## config.mk

```make
export PLATFORM = sky130hd
export DESIGN_NAME = apb_slv_bridge
export DESIGN_NICKNAME = d
export VERILOG_FILES = /design/src/rtl/apb_slv_pkg.sv /design/src/rtl/apb_slv_timeout.sv /design/src/rtl/apb_slv_bridge.sv
export SDC_FILE = /design/constraint.sdc
export NUM_CORES = 1
export LEC_CHECK = 0
export BUFFER_PORTS_ARGS = -buffer_cell sky130_fd_sc_hd__buf_4
export CORE_MARGIN = 3
export CORE_UTILIZATION = 35
export DETAILED_ROUTE_END_ITERATION = 8
export GPL_ROUTABILITY_DRIVEN = 0
export SYNTH_ARGS = -nofsm -noshare
export SYNTH_HDL_FRONTEND = slang
export SYNTH_SLANG_ARGS = --single-unit
```

## constraint.sdc

```tcl
create_clock -name clk -period 3.2 [get_ports clk]
set_input_delay 0.64 -clock clk [delete_from_list [all_inputs] [get_ports clk]]
set_output_delay 0.64 -clock clk [all_outputs]
set_load 0.01 [all_outputs]
```

## src/rtl/apb_slv_pkg.sv

```systemverilog
// Shared state encodings, response codes and helpers for the APB slave bridge.
package apb_slv_pkg;

  typedef logic [1:0] state_t;

  localparam logic [1:0] IDLE = 2'd0;
  localparam logic [1:0] BUSY = 2'd1;
  localparam logic [1:0] RESP = 2'd2;

  localparam logic RESP_OKAY = 1'b0;
  localparam logic RESP_ERR  = 1'b1;

  // Byte-offset bits that must be zero for a word-aligned access.
  function automatic int unsigned align_mask(input int unsigned data_w);
    return (data_w / 8) - 1;
  endfunction

endpackage

```

## src/rtl/apb_slv_timeout.sv

```systemverilog
// BUSY-cycle watchdog: expired rises during the TIMEOUT-th enabled cycle.
module apb_slv_timeout #(
  parameter int unsigned TIMEOUT = 16
) (
  input  logic clk,
  input  logic rst,
  input  logic clr,
  input  logic en,
  output logic expired
);

  if (TIMEOUT == 0) begin : g_off
    logic unused;
    assign unused  = ^{clk, rst, clr, en};
    assign expired = 1'b0;
  end else begin : g_on
    localparam int unsigned CW = (TIMEOUT > 1) ? $clog2(TIMEOUT) : 1;

    logic [CW-1:0] cnt;

    always_ff @(posedge clk or posedge rst) begin
      if (rst) begin
        cnt <= '0;
      end else if (clr) begin
        cnt <= '0;
      end else if (en) begin
        cnt <= cnt + 1'b1;
      end
    end

    // cnt holds completed cycles, so the last allowed cycle sees TIMEOUT-1.
    assign expired = en && (cnt == CW'(TIMEOUT - 1));
  end

endmodule

```

## src/rtl/apb_slv_bridge.sv

```systemverilog
// APB4 slave front-end turning APB transfers into a req/ack handshake toward a register bank.
module apb_slv_bridge
  import apb_slv_pkg::*;
#(
  parameter int unsigned ADDR_W     = 12,
  parameter int unsigned DATA_W     = 32,
  parameter int unsigned ADDR_LIMIT = 32'hFFC,
  parameter int unsigned TIMEOUT    = 16
) (
  input  logic                clk,
  input  logic                rst,
  input  logic [ADDR_W-1:0]   apb_paddr_i,
  input  logic                apb_psel_i,
  input  logic                apb_penable_i,
  input  logic                apb_pwrite_i,
  input  logic [DATA_W-1:0]   apb_pwdata_i,
  input  logic [DATA_W/8-1:0] apb_pstrb_i,
  output logic                apb_pready_o,
  output logic [DATA_W-1:0]   apb_prdata_o,
  output logic                apb_pslverr_o,
  output logic                reg_req_o,
  output logic                reg_we_o,
  output logic [ADDR_W-1:0]   reg_addr_o,
  output logic [DATA_W-1:0]   reg_wdata_o,
  output logic [DATA_W/8-1:0] reg_be_o,
  input  logic [DATA_W-1:0]   reg_rdata_i,
  input  logic                reg_ack_i,
  input  logic                reg_err_i,
  output logic                reg_rd_done_o
);

  localparam logic [ADDR_W-1:0] LIMIT = ADDR_W'(ADDR_LIMIT);
  localparam logic [ADDR_W-1:0] AMASK = ADDR_W'(align_mask(DATA_W));

  state_t              state;
  logic [ADDR_W-1:0]   addr;
  logic                we;
  logic [DATA_W-1:0]   wdata;
  logic [DATA_W/8-1:0] be;
  logic [DATA_W-1:0]   rdata;
  logic                err;
  logic                abort;
  logic                rd_done;
  logic                expired;
  logic                setup;
  logic                bad_addr;

  assign setup    = apb_psel_i && !apb_penable_i;
  assign bad_addr = (apb_paddr_i > LIMIT) || ((apb_paddr_i & AMASK) != '0);

  apb_slv_timeout #(
    .TIMEOUT(TIMEOUT)
  ) u_timeout (
    .clk    (clk),
    .rst    (rst),
    .clr    (state != BUSY),
    .en     (state == BUSY),
    .expired(expired)
  );

  always_ff @(posedge clk or posedge rst) begin
    if (rst) begin
      state   <= IDLE;
      addr    <= '0;
      we      <= 1'b0;
      wdata   <= '0;
      be      <= '0;
      rdata   <= '0;
      err     <= RESP_OKAY;
      abort   <= 1'b0;
      rd_done <= 1'b0;
    end else begin
      rd_done <= (state == RESP) && !we && (err == RESP_OKAY);
      case (state)
        IDLE: begin
          if (setup) begin
            addr  <= apb_paddr_i;
            we    <= apb_pwrite_i;
            wdata <= apb_pwdata_i;
            be    <= apb_pstrb_i;
            rdata <= '0;
            abort <= 1'b0;
            if (bad_addr) begin
              err   <= RESP_ERR;
              state <= RESP;
            end else if (apb_pwrite_i && (apb_pstrb_i == '0)) begin
              err   <= RESP_OKAY;
              state <= RESP;
            end else begin
              err   <= RESP_OKAY;
              state <= BUSY;
            end
          end
        end
        BUSY: begin
          if (!apb_psel_i) abort <= 1'b1;
          // Ack takes priority over a simultaneous timeout expiry.
          if (reg_ack_i) begin
            err   <= reg_err_i;
            rdata <= we ? '0 : reg_rdata_i;
          end else if (expired) begin
            err   <= RESP_ERR;
            rdata <= '0;
          end
          if (reg_ack_i || expired) begin
            state <= (abort || !apb_psel_i) ? IDLE : RESP;
          end
        end
        RESP:    state <= IDLE;
        default: state <= IDLE;
      endcase
    end
  end

  assign apb_pready_o  = (state == RESP);
  assign apb_pslverr_o = (state == RESP) && err;
  assign apb_prdata_o  = (state == RESP) ? rdata : '0;
  assign reg_req_o     = (state == BUSY);
  assign reg_we_o      = we;
  assign reg_addr_o    = addr;
  assign reg_wdata_o   = wdata;
  assign reg_be_o      = be;
  assign reg_rd_done_o = rd_done;

endmodule

```

* Word level (Yosys, flattened, before mapping) *
Index checks and enable logic that the tools add are counted.

word-level totals
  output and inout port bits = 85
  flip-flop bits (word level) = 90
  logic and storage cells = 64
  input port bits = 87

cells by class
  bitwise operators = 1
  $lt $le $gt $ge = 1
  multiplexer cells = 22
  eq/ne operators = 8
  add/sub/neg operators = 1
  reduce and logical (&&, ||, !) cells = 21

operators with widths
  operator                                                number
  2-to-1 mux 32 bit                                       5
  case mux 32 bit (2 select lines)                        1
  greater-than comparator 12 bit (second input constant)  1
  nonzero test 12 bit                                     1
  2-to-1 mux 2 bit                                        5
  2-to-1 mux 4 bit                                        2
  logical AND 1 bit                                       6
  2-to-1 mux 1 bit                                        6
  != test 2 bit (second input constant)                   3
  AND reduction 3 bit                                     2
  adder 4 x 1 -> 4 bit (second input constant)            1
  equality test 4 bit (second input constant)             1
  zero test 4 bit                                         1
  case mux 1 bit (2 select lines)                         2
  case mux 2 bit (2 select lines)                         1
  AND reduction 2 bit                                     2
  nonzero test 2 bit                                      2
  zero test 1 bit                                         3
  logical OR 1 bit                                        3
  != test 3 bit (second input constant)                   1
  equality test 2 x 1 -> 1 bit (second input constant)    1
  equality test 2 bit (second input constant)             1
  zero test 2 bit                                         1
  != test 2 x 1 -> 1 bit (second input constant)          1
  NOT 1 bit                                               1

* Depth between registers and ports, before layout *
Gate-level depths: netlist of the first run.

  depth after elaboration = 6
  depth in mapped cells = 6
  gate-level depth less buffers = 4

* By module *
A second synthesis of the first run with hierarchy kept.

second synthesis, totals
  cell total of the unflattened synthesis = 255
  area, all modules = 3653.5 um^2

by module, submodules not included
  module           area an instance (um^2)  times used  sequential area each (um^2)  cells each
  apb_slv_bridge   3422.0                   1           2152.1                       236
  apb_slv_timeout  231.5                    1           100.1                        19

* Worst setup path before layout of the first run *
OpenSTA, ideal clock, no wires.

  path type = register to output
  start point = reg state[0]
  end point = out apb_prdata_o[22]
  slack = 1357 ps
  data arrival time = 1203 ps
  path buffers = 2
  required time = 2560 ps
  stages on the path, launching flop included = 5
  cells stage by stage = dfrtp_1 > buf_6 > nor2_1 > clkbuf_1 > and2_1

on the way
  word-level cells in the longest chain between the ends = 2

ends and longest elaborated chain
  what                      RTL line               source
  start: declaration        apb_slv_bridge.sv:35   state_t state;
  start signal: assignment  apb_slv_bridge.sv:106  state <= (abort || !apb_psel_i) ? IDLE : RESP;
  equality test 2 bit       -
  net apb_pready_o          apb_slv_bridge.sv:18   output logic apb_pready_o,
  2-to-1 mux 32 bit         apb_slv_bridge.sv:117  assign apb_prdata_o = (state == RESP) ? rdata : '0;
  end: declaration          apb_slv_bridge.sv:19   output logic [DATA_W-1:0] apb_prdata_o,

The timed path passes the listed nets, and every way through them passes these cells.

* Worst setup path in the final report of the first run *
  start point = reg state[1]
  end point = out apb_prdata_o[2]

on the way
  word-level cells in the longest chain between the ends = 2

ends and longest elaborated chain
  what                 RTL line
  equality test 2 bit  apb_slv_bridge.sv:117
  2-to-1 mux 32 bit    apb_slv_bridge.sv:117

Every way passes these cells.

==> results of run 1 <==
metrics by stage:
step                      cell area [µm²]  worst slack (ns)  hold slack (ns)
final                                5290             0.950            0.420
after global routing                 5290             0.803            0.473
after CTS                            5290             0.913            0.437
after detailed placement             5100             0.953            0.447
after global placement               5100             0.963            0.443
after floorplan                      3680             0.225            0.411
sequential cells by signal, summed over array words and instances, names as in the netlist:
name,cells
abort,1
state,2
u_timeout.g_on.cnt,4
rdata,32
err,1
reg_rd_done_o,1
reg_we_o,1
reg_addr_o,12
reg_be_o,4
reg_wdata_o,32
worst max path at each step:
stage,cells past startpoint,slack [ns],end
after floorplan,1,0.22,abort
after global placement,5,0.96,reg_wdata_o[10]
after detailed placement,5,0.95,reg_wdata_o[27]
after CTS,5,0.91,apb_prdata_o[4]
after global routing,5,0.80,apb_prdata_o[2]
final,5,0.95,apb_prdata_o[2]
final cells by class:
cell class,instances,area (µm²),area share
flip-flops and latches,90,2250,0.426
repair buffers,176,1350,0.255
multi-input cells,145,1320,0.249
well taps,133,166,0.0315
clock buffers,11,151,0.0286
clock inverters,5,38.8,0.00733
inverters,4,16.3,0.00308
routing by layer:
metal	GRT usage	vias up	wire, µm
met4	0.0514	0	113
met1	0.194	1242	3700
met3	0.0645	9	1100
met2	0.214	128	3750
li1	-	1243	-
met5	0	-	0
worst reg2reg max path, delay by kind of cell (launching register included):
| family | cells | cell delay, ns |
|---|---|---|
| muxes | 1 | 0.38 |
| DFF | 1 | 0.52 |
| AOI/OAI and AO/OA | 1 | 0.14 |
| and+or+nand+nor | 1 | 0.45 |
| buffers and inverters | 1 | 0.36 |
power by group through the flow:
stage	Sequential (mW)	Clock [mW]	Combinational, mW
CTS	1.57	0.762	1.10
global route	1.61	0.799	1.17
global placement	1.59	0	1.09
finish	1.57	0.732	1.08
detailed placement	1.59	0	1.10
floorplan	1.68	0	0.422
logic make-up (layout without fill, tap and decap cells):
logic type / Yosys count / after routing / synth area share
AO/OA/AOI/OAI: 38 / 38 / 0.101
XOR/XNOR: 2 / 2 / 0.00476
flip-flops: 90 / 90 / 0.612
adder cells (fa/ha/maj): 1 / 1 / 0.00340
AND/OR/NAND/NOR: 53 / 53 / 0.0911
buffers and inverters: 21 / 196 / 0.0326
multiplexers: 51 / 51 / 0.156
cell usage in the layout (no fill, tap or decap), types with 2 or more instances in the layout:
cell                         count
sky130_fd_sc_hd__a22o_1         10
sky130_fd_sc_hd__a22o_2         22
sky130_fd_sc_hd__and2_1         33
sky130_fd_sc_hd__and3_2          2
sky130_fd_sc_hd__buf_12          2
sky130_fd_sc_hd__buf_4         174
sky130_fd_sc_hd__clkbuf_8       11
sky130_fd_sc_hd__clkinvlp_4      4
sky130_fd_sc_hd__dfrtp_1        90
sky130_fd_sc_hd__inv_1           3
sky130_fd_sc_hd__mux2_2         51
sky130_fd_sc_hd__nand2b_1        2
sky130_fd_sc_hd__nor2_1          6
sky130_fd_sc_hd__nor4_1          2
==> impl_metrics.prom, run 1 <==
# TYPE chip_impl_metric gauge
chip_impl_info{name="outcome",value="complete, no violations"} 1
chip_impl_info{name="kind_of_cell_adding_the_most_delay_to_the_critical_path",value="buffers and inverters"} 1
chip_impl_metric{name="power.net_switching",unit="mW"} 1.00
chip_impl_metric{name="power.static_leakage",unit="nW"} 2.60
chip_impl_info{name="timing.setup.critical_path_class",value="reg -> out"} 1
chip_impl_metric{name="wl_per_cell",unit="µm"} 15.4
chip_impl_metric{name="timing.clock.skew",unit="ns"} 0.00911
chip_impl_metric{name="io_pins",unit=""} 172
chip_impl_metric{name="die_height",unit="µm"} 109
chip_impl_metric{name="antenna_diode_count",unit=""} 0
chip_impl_metric{name="yosysWarnings",unit=""} 0
chip_impl_metric{name="synth_largest_type_area_fraction",unit=""} 0.612
chip_impl_info{name="cp_cell_sequence",value="inv_1 > nor2_1 > buf_4 > and2_1 > buf_4"} 1
chip_impl_metric{name="globalRoute.totalOverflow",unit=""} 0
chip_impl_metric{name="timing_max_transition_violations_final",unit=""} 0
chip_impl_metric{name="number_of_instances_in_the_placed_design",unit=""} 548
chip_impl_metric{name="fraction_of_power_consumed_by_sequential_logic",unit=""} 0.464
chip_impl_metric{name="postSynthAreaPerCell",unit="µm²"} 14.4
chip_impl_metric{name="rows",unit=""} 36
chip_impl_metric{name="grt_max_degree",unit=""} 47
chip_impl_info{name="class_of_the_most_critical_hold_timing_path",value="in -> async"} 1
chip_impl_metric{name="htree_levels",unit=""} 3
chip_impl_metric{name="vias",unit=""} 2622
chip_impl_metric{name="n_fill_cell",unit=""} 887
chip_impl_metric{name="final.setup.tns",unit="ns"} 0
chip_impl_metric{name="max-cap-violations",unit=""} 0
chip_impl_metric{name="clkLatencyLatePin",unit="ns"} 0.35
chip_impl_metric{name="drt_first_pass_iters",unit=""} 4
chip_impl_metric{name="setup_viol",unit=""} 0
chip_impl_info{name="critPathSlowestCell",value="sky130_fd_sc_hd__dfrtp_1"} 1
chip_impl_info{name="post-synth-top-count-cell",value="sky130_fd_sc_hd__dfrtp_1"} 1
chip_impl_metric{name="worstMarginPinSlew",unit="ns"} 0.801
chip_impl_info{name="tritoncts",value="built"} 1
chip_impl_metric{name="layout-drive-gt1-share",unit=""} 0.636
chip_impl_metric{name="r2r_setup_slack",unit="ns"} 1.24
chip_impl_metric{name="clk_pin_slew_worst_paths",unit="ns"} 0.09
chip_impl_metric{name="cts_sinks",unit=""} 90
chip_impl_metric{name="critPathMaxStageDelay",unit="ns"} 0.42
chip_impl_metric{name="wl",unit="µm"} 8670
chip_impl_metric{name="synth-seq-area-share",unit=""} 0.612
chip_impl_metric{name="drt_drc_violations_left",unit=""} 0
chip_impl_metric{name="power.ir.vdd_worst",unit="mV"} 0.361
chip_impl_metric{name="timing.critical_path.arrival",unit="ns"} 1.61
chip_impl_metric{name="coreArea",unit="mm²"} 0.0100
chip_impl_metric{name="vias_in_the_first_global_route",unit=""} 2741
chip_impl_info{name="crit-reg2reg-capture",value="err"} 1
chip_impl_metric{name="slew_headroom",unit=""} 0.466
chip_impl_metric{name="postSynthCellCount",unit=""} 256
chip_impl_metric{name="gr-usage-all-layers",unit=""} 0.147
chip_impl_metric{name="numCtsBuffers",unit=""} 9
chip_impl_metric{name="power.internal",unit="mW"} 2.37
chip_impl_metric{name="cts_hold_buf",unit=""} 0
chip_impl_metric{name="area.growth.synth_to_final",unit="%"} 43.6
chip_impl_metric{name="power_density",unit="mW/mm²"} 638
chip_impl_metric{name="numPortBuffers",unit=""} 171
chip_impl_metric{name="postSynthNetCount",unit=""} 344
chip_impl_metric{name="cts-resized-gates",unit=""} 0
chip_impl_metric{name="die_width",unit="µm"} 109
chip_impl_metric{name="cts_buffer_depth",unit=""} 2
chip_impl_metric{name="design.die.area",unit="mm²"} 0.0118
chip_impl_metric{name="post-route-util",unit=""} 0.529
chip_impl_metric{name="post_cts.repair.setup_buffers",unit=""} 0
chip_impl_metric{name="synth_cell_types",unit=""} 29
chip_impl_info{name="rr_startpoint",value="state[0]"} 1
chip_impl_metric{name="vias_per_cell",unit=""} 4.65
chip_impl_metric{name="clock_power_share",unit=""} 0.217
chip_impl_metric{name="time_the_worst_path_needs_with_i_o_delays_and_setup",unit="ns"} 2.25
chip_impl_metric{name="rr_worst_depth",unit=""} 4
chip_impl_info{name="cp_common_cell",value="sky130_fd_sc_hd__buf_4"} 1
chip_impl_info{name="grt_setup_unrepaired",value="no"} 1
chip_impl_info{name="synth_area_leaders",value="sky130_fd_sc_hd__dfrtp_1 61%, sky130_fd_sc_hd__mux2_2 16%, sky130_fd_sc_hd__a22o_2 6.0%, sky130_fd_sc_hd__and2_1 5.8%, sky130_fd_sc_hd__a22o_1 2.4%"} 1
chip_impl_metric{name="hpwlAfterDp",unit="µm"} 6200
chip_impl_metric{name="first_pass_grt_wire_length",unit="µm"} 13500
chip_impl_metric{name="fin_nets",unit=""} 514
chip_impl_metric{name="required",unit="ns"} 2.56
chip_impl_info{name="timing.critical_path.from",value="state[1]"} 1
chip_impl_metric{name="max_clock_freq",unit="MHz"} 444
chip_impl_metric{name="initial_utilization",unit=""} 0.368
chip_impl_metric{name="critical_path_peak_fanout",unit=""} 34
chip_impl_metric{name="cp_num_buf_inv",unit=""} 3
chip_impl_metric{name="switching_share",unit=""} 0.298
chip_impl_metric{name="number_of_antenna_violations_at_the_first_check_in_global_routing",unit=""} 0
chip_impl_metric{name="p_comb_frac",unit=""} 0.319
chip_impl_info{name="yosys.area.top_type",value="sky130_fd_sc_hd__dfrtp_1"} 1
chip_impl_metric{name="async_flop_share",unit=""} 1.00
chip_impl_info{name="synth.cells.most_frequent",value="90 x sky130_fd_sc_hd__dfrtp_1, 51 x sky130_fd_sc_hd__mux2_2, 34 x sky130_fd_sc_hd__and2_1"} 1
chip_impl_metric{name="final_hold_viol_count",unit=""} 0
chip_impl_metric{name="instances_no_fill",unit=""} 564
chip_impl_info{name="critical_path.endpoint_type",value="output port"} 1
chip_impl_metric{name="antenna_violating_nets_post_route",unit=""} 0
chip_impl_metric{name="detail_route.iter0.violations",unit=""} 95
chip_impl_metric{name="syn_area",unit="mm²"} 0.00368
chip_impl_metric{name="ys_seq_elements",unit=""} 90
chip_impl_info{name="cts.root.buffer_cell",value="sky130_fd_sc_hd__clkbuf_8"} 1
chip_impl_info{name="dominantRegCellSynth",value="sky130_fd_sc_hd__dfrtp_1"} 1
chip_impl_metric{name="power.total",unit="mW"} 3.38
chip_impl_metric{name="final.period_utilization",unit=""} 0.703
chip_impl_metric{name="number_of_synthesized_flops_with_an_enable_pin",unit=""} 0
chip_impl_info{name="setup.worst_path.start_class",value="flop"} 1
No activity file was read; power rests on OpenSTA's default activity.
==> inputs of run 2 (changes only) <==
clock period = 2.18 ns   (was 3.2 ns; I/O delays follow)
==> impl_metrics.prom, run 2 (same netlist as run 1, synthesis figures left out) <==
# TYPE chip_impl_metric gauge
chip_impl_info{name="outcome",value="complete, no violations"} 1
chip_impl_metric{name="max_clock_freq",unit="MHz"} 486
chip_impl_metric{name="dpl_worst_slack",unit="ns"} 0.378
chip_impl_metric{name="time_the_worst_path_needs_with_i_o_delays_and_setup",unit="ns"} 2.06
chip_impl_metric{name="hpwlAfterDp",unit="µm"} 6450
chip_impl_metric{name="critical_path_peak_fanout",unit=""} 34
chip_impl_metric{name="power.total",unit="mW"} 5.14
chip_impl_metric{name="postLayoutCellArea",unit="mm²"} 0.00532
chip_impl_metric{name="rows",unit=""} 36
chip_impl_metric{name="layout-drive-gt1-share",unit=""} 0.633
chip_impl_metric{name="post_dp_cell_area",unit="mm²"} 0.00510
chip_impl_metric{name="clk_pin_slew_worst_paths",unit="ns"} 0.09
chip_impl_metric{name="die_height",unit="µm"} 109
chip_impl_metric{name="timing.critical_path.arrival",unit="ns"} 1.62
chip_impl_metric{name="drt_first_pass_iters",unit=""} 4
chip_impl_metric{name="antenna_diode_count",unit=""} 0
chip_impl_metric{name="htree_levels",unit=""} 3
chip_impl_metric{name="vias",unit=""} 2670
chip_impl_info{name="setup.worst_path.start_class",value="flop"} 1
chip_impl_metric{name="vias_in_the_first_global_route",unit=""} 2826
chip_impl_metric{name="required",unit="ns"} 1.74
chip_impl_info{name="top_layer",value="met4"} 1
chip_impl_metric{name="max-cap-violations",unit=""} 0
chip_impl_metric{name="power.ir.vdd_worst",unit="mV"} 0.523
chip_impl_info{name="tritoncts",value="built"} 1
chip_impl_info{name="most-common-layout-cells",value="175 x sky130_fd_sc_hd__buf_4, 90 x sky130_fd_sc_hd__dfrtp_1, 51 x sky130_fd_sc_hd__mux2_2"} 1
chip_impl_metric{name="coreArea",unit="mm²"} 0.0100
chip_impl_metric{name="worstMarginPinSlew",unit="ns"} 0.596
chip_impl_metric{name="vias_per_cell",unit=""} 4.73
chip_impl_info{name="timing.setup.critical_path_class",value="reg -> out"} 1
chip_impl_info{name="class_of_the_most_critical_hold_timing_path",value="in -> async"} 1
chip_impl_metric{name="post_cts.repair.setup_buffers",unit=""} 0
chip_impl_metric{name="first_pass_grt_wire_length",unit="µm"} 14200
chip_impl_metric{name="route.layer.met1.wl",unit="µm"} 3880
chip_impl_metric{name="power_density",unit="mW/mm²"} 967
chip_impl_metric{name="grt_max_degree",unit=""} 52
chip_impl_metric{name="post-route-util",unit=""} 0.532
chip_impl_metric{name="globalRoute.totalOverflow",unit=""} 0
chip_impl_metric{name="initial_utilization",unit=""} 0.368
chip_impl_metric{name="numCtsBuffers",unit=""} 9
chip_impl_metric{name="final.setup.tns",unit="ns"} 0
chip_impl_metric{name="dr_wl_met3",unit="µm"} 993
chip_impl_metric{name="cts_buffer_depth",unit=""} 2
chip_impl_metric{name="timing_max_transition_violations_final",unit=""} 0
chip_impl_metric{name="detail_route.iter0.violations",unit=""} 121
chip_impl_metric{name="fin_nets",unit=""} 515
chip_impl_metric{name="met2_length",unit="µm"} 4060
chip_impl_metric{name="wl_per_cell",unit="µm"} 15.9
chip_impl_info{name="most_common_cell_after_layout_fill_and_taps_aside",value="sky130_fd_sc_hd__buf_4"} 1
chip_impl_metric{name="setup_viol",unit=""} 0
chip_impl_info{name="cts.root.buffer_cell",value="sky130_fd_sc_hd__clkbuf_8"} 1
chip_impl_metric{name="design.die.area",unit="mm²"} 0.0118
chip_impl_metric{name="power.static_leakage",unit="nW"} 2.62
chip_impl_metric{name="drt_drc_violations_left",unit=""} 0
chip_impl_metric{name="pnr_worst_setup_slack",unit="ns"} 0.122
chip_impl_metric{name="final.period_utilization",unit=""} 0.944
chip_impl_info{name="grt_setup_unrepaired",value="no"} 1
chip_impl_metric{name="clkLatencyLatePin",unit="ns"} 0.35
chip_impl_metric{name="cts_hold_buf",unit=""} 0
chip_impl_metric{name="final_hold_viol_count",unit=""} 0
chip_impl_metric{name="r2r_setup_slack",unit="ns"} 0.40
chip_impl_info{name="critical_path.endpoint_type",value="output port"} 1
chip_impl_metric{name="die_width",unit="µm"} 109
chip_impl_metric{name="numPortBuffers",unit=""} 171
chip_impl_metric{name="cts-resized-gates",unit=""} 0
chip_impl_metric{name="antenna_violating_nets_post_route",unit=""} 0
chip_impl_metric{name="slew_headroom",unit=""} 0.603
chip_impl_metric{name="timing.clock.skew",unit="ns"} 0.0135
chip_impl_metric{name="io_pins",unit=""} 172
chip_impl_metric{name="area.growth.synth_to_final",unit="%"} 44.4
chip_impl_metric{name="number_of_antenna_violations_at_the_first_check_in_global_routing",unit=""} 0
chip_impl_metric{name="gr-usage-all-layers",unit=""} 0.154
chip_impl_metric{name="wl",unit="µm"} 8970
chip_impl_metric{name="cts_sinks",unit=""} 90
-- run 2: routing by layer --
| layer | global-route usage | vias up |
|---|---|---|
| met3 | 0.0699 | 2 |
| met1 | 0.203 | 1310 |
| met2 | 0.231 | 114 |
| met4 | 0.0379 | 0 |
| li1 | - | 1244 |
| met5 | 0 | - |
-- run 2: layout make-up --
type / instances / area (µm²)
Fill cell: 900 / 4680
Sequential cell: 90 / 2250
Timing Repair Buffer: 177 / 1350
Multi-Input combinational cell: 145 / 1320
Tap cell: 133 / 166
Clock buffer: 11 / 141
Clock inverter: 4 / 76.3
Inverter: 4 / 18.8
-- run 2: path summary, 6_finish.rpt --
path,start,endpoint,cells past startpoint
setup / recovery,state[1],apb_prdata_o[8],5
hold / removal,rst,reg_addr_o[11],3
setup reg to reg,state[0],rdata[3],4
hold reg to reg,err,reg_rd_done_o,1
max in group asynchronous,rst,rdata[30],3
min in group clk,apb_psel_i,abort,2
-- run 2: stage by stage --
stage / instances / hold slack, ns
global route: 564 / 0.250
detailed placement: 549 / 0.455
floorplan: 256 / 0.411
global placement: 549 / 0.446
finish: 564 / 0.248
CTS: 564 / 0.249
-- run 2: power breakdown --
group	leakage, nW	switching [mW]	internal [mW]	total (mW)
logic	1.38	0.657	0.927	1.58
clock network	0.106	0.573	0.674	1.25
registers	1.14	0.235	2.08	2.31
-- run 2: worst max-delay path: stages (launching register included) --
cell and delay, ns:
sky130_fd_sc_hd__dfrtp_1 0.44, sky130_fd_sc_hd__inv_1 0.15, sky130_fd_sc_hd__nor2_1 0.15, sky130_fd_sc_hd__buf_6 0.23
sky130_fd_sc_hd__and2_1 0.18, sky130_fd_sc_hd__buf_4 0.12
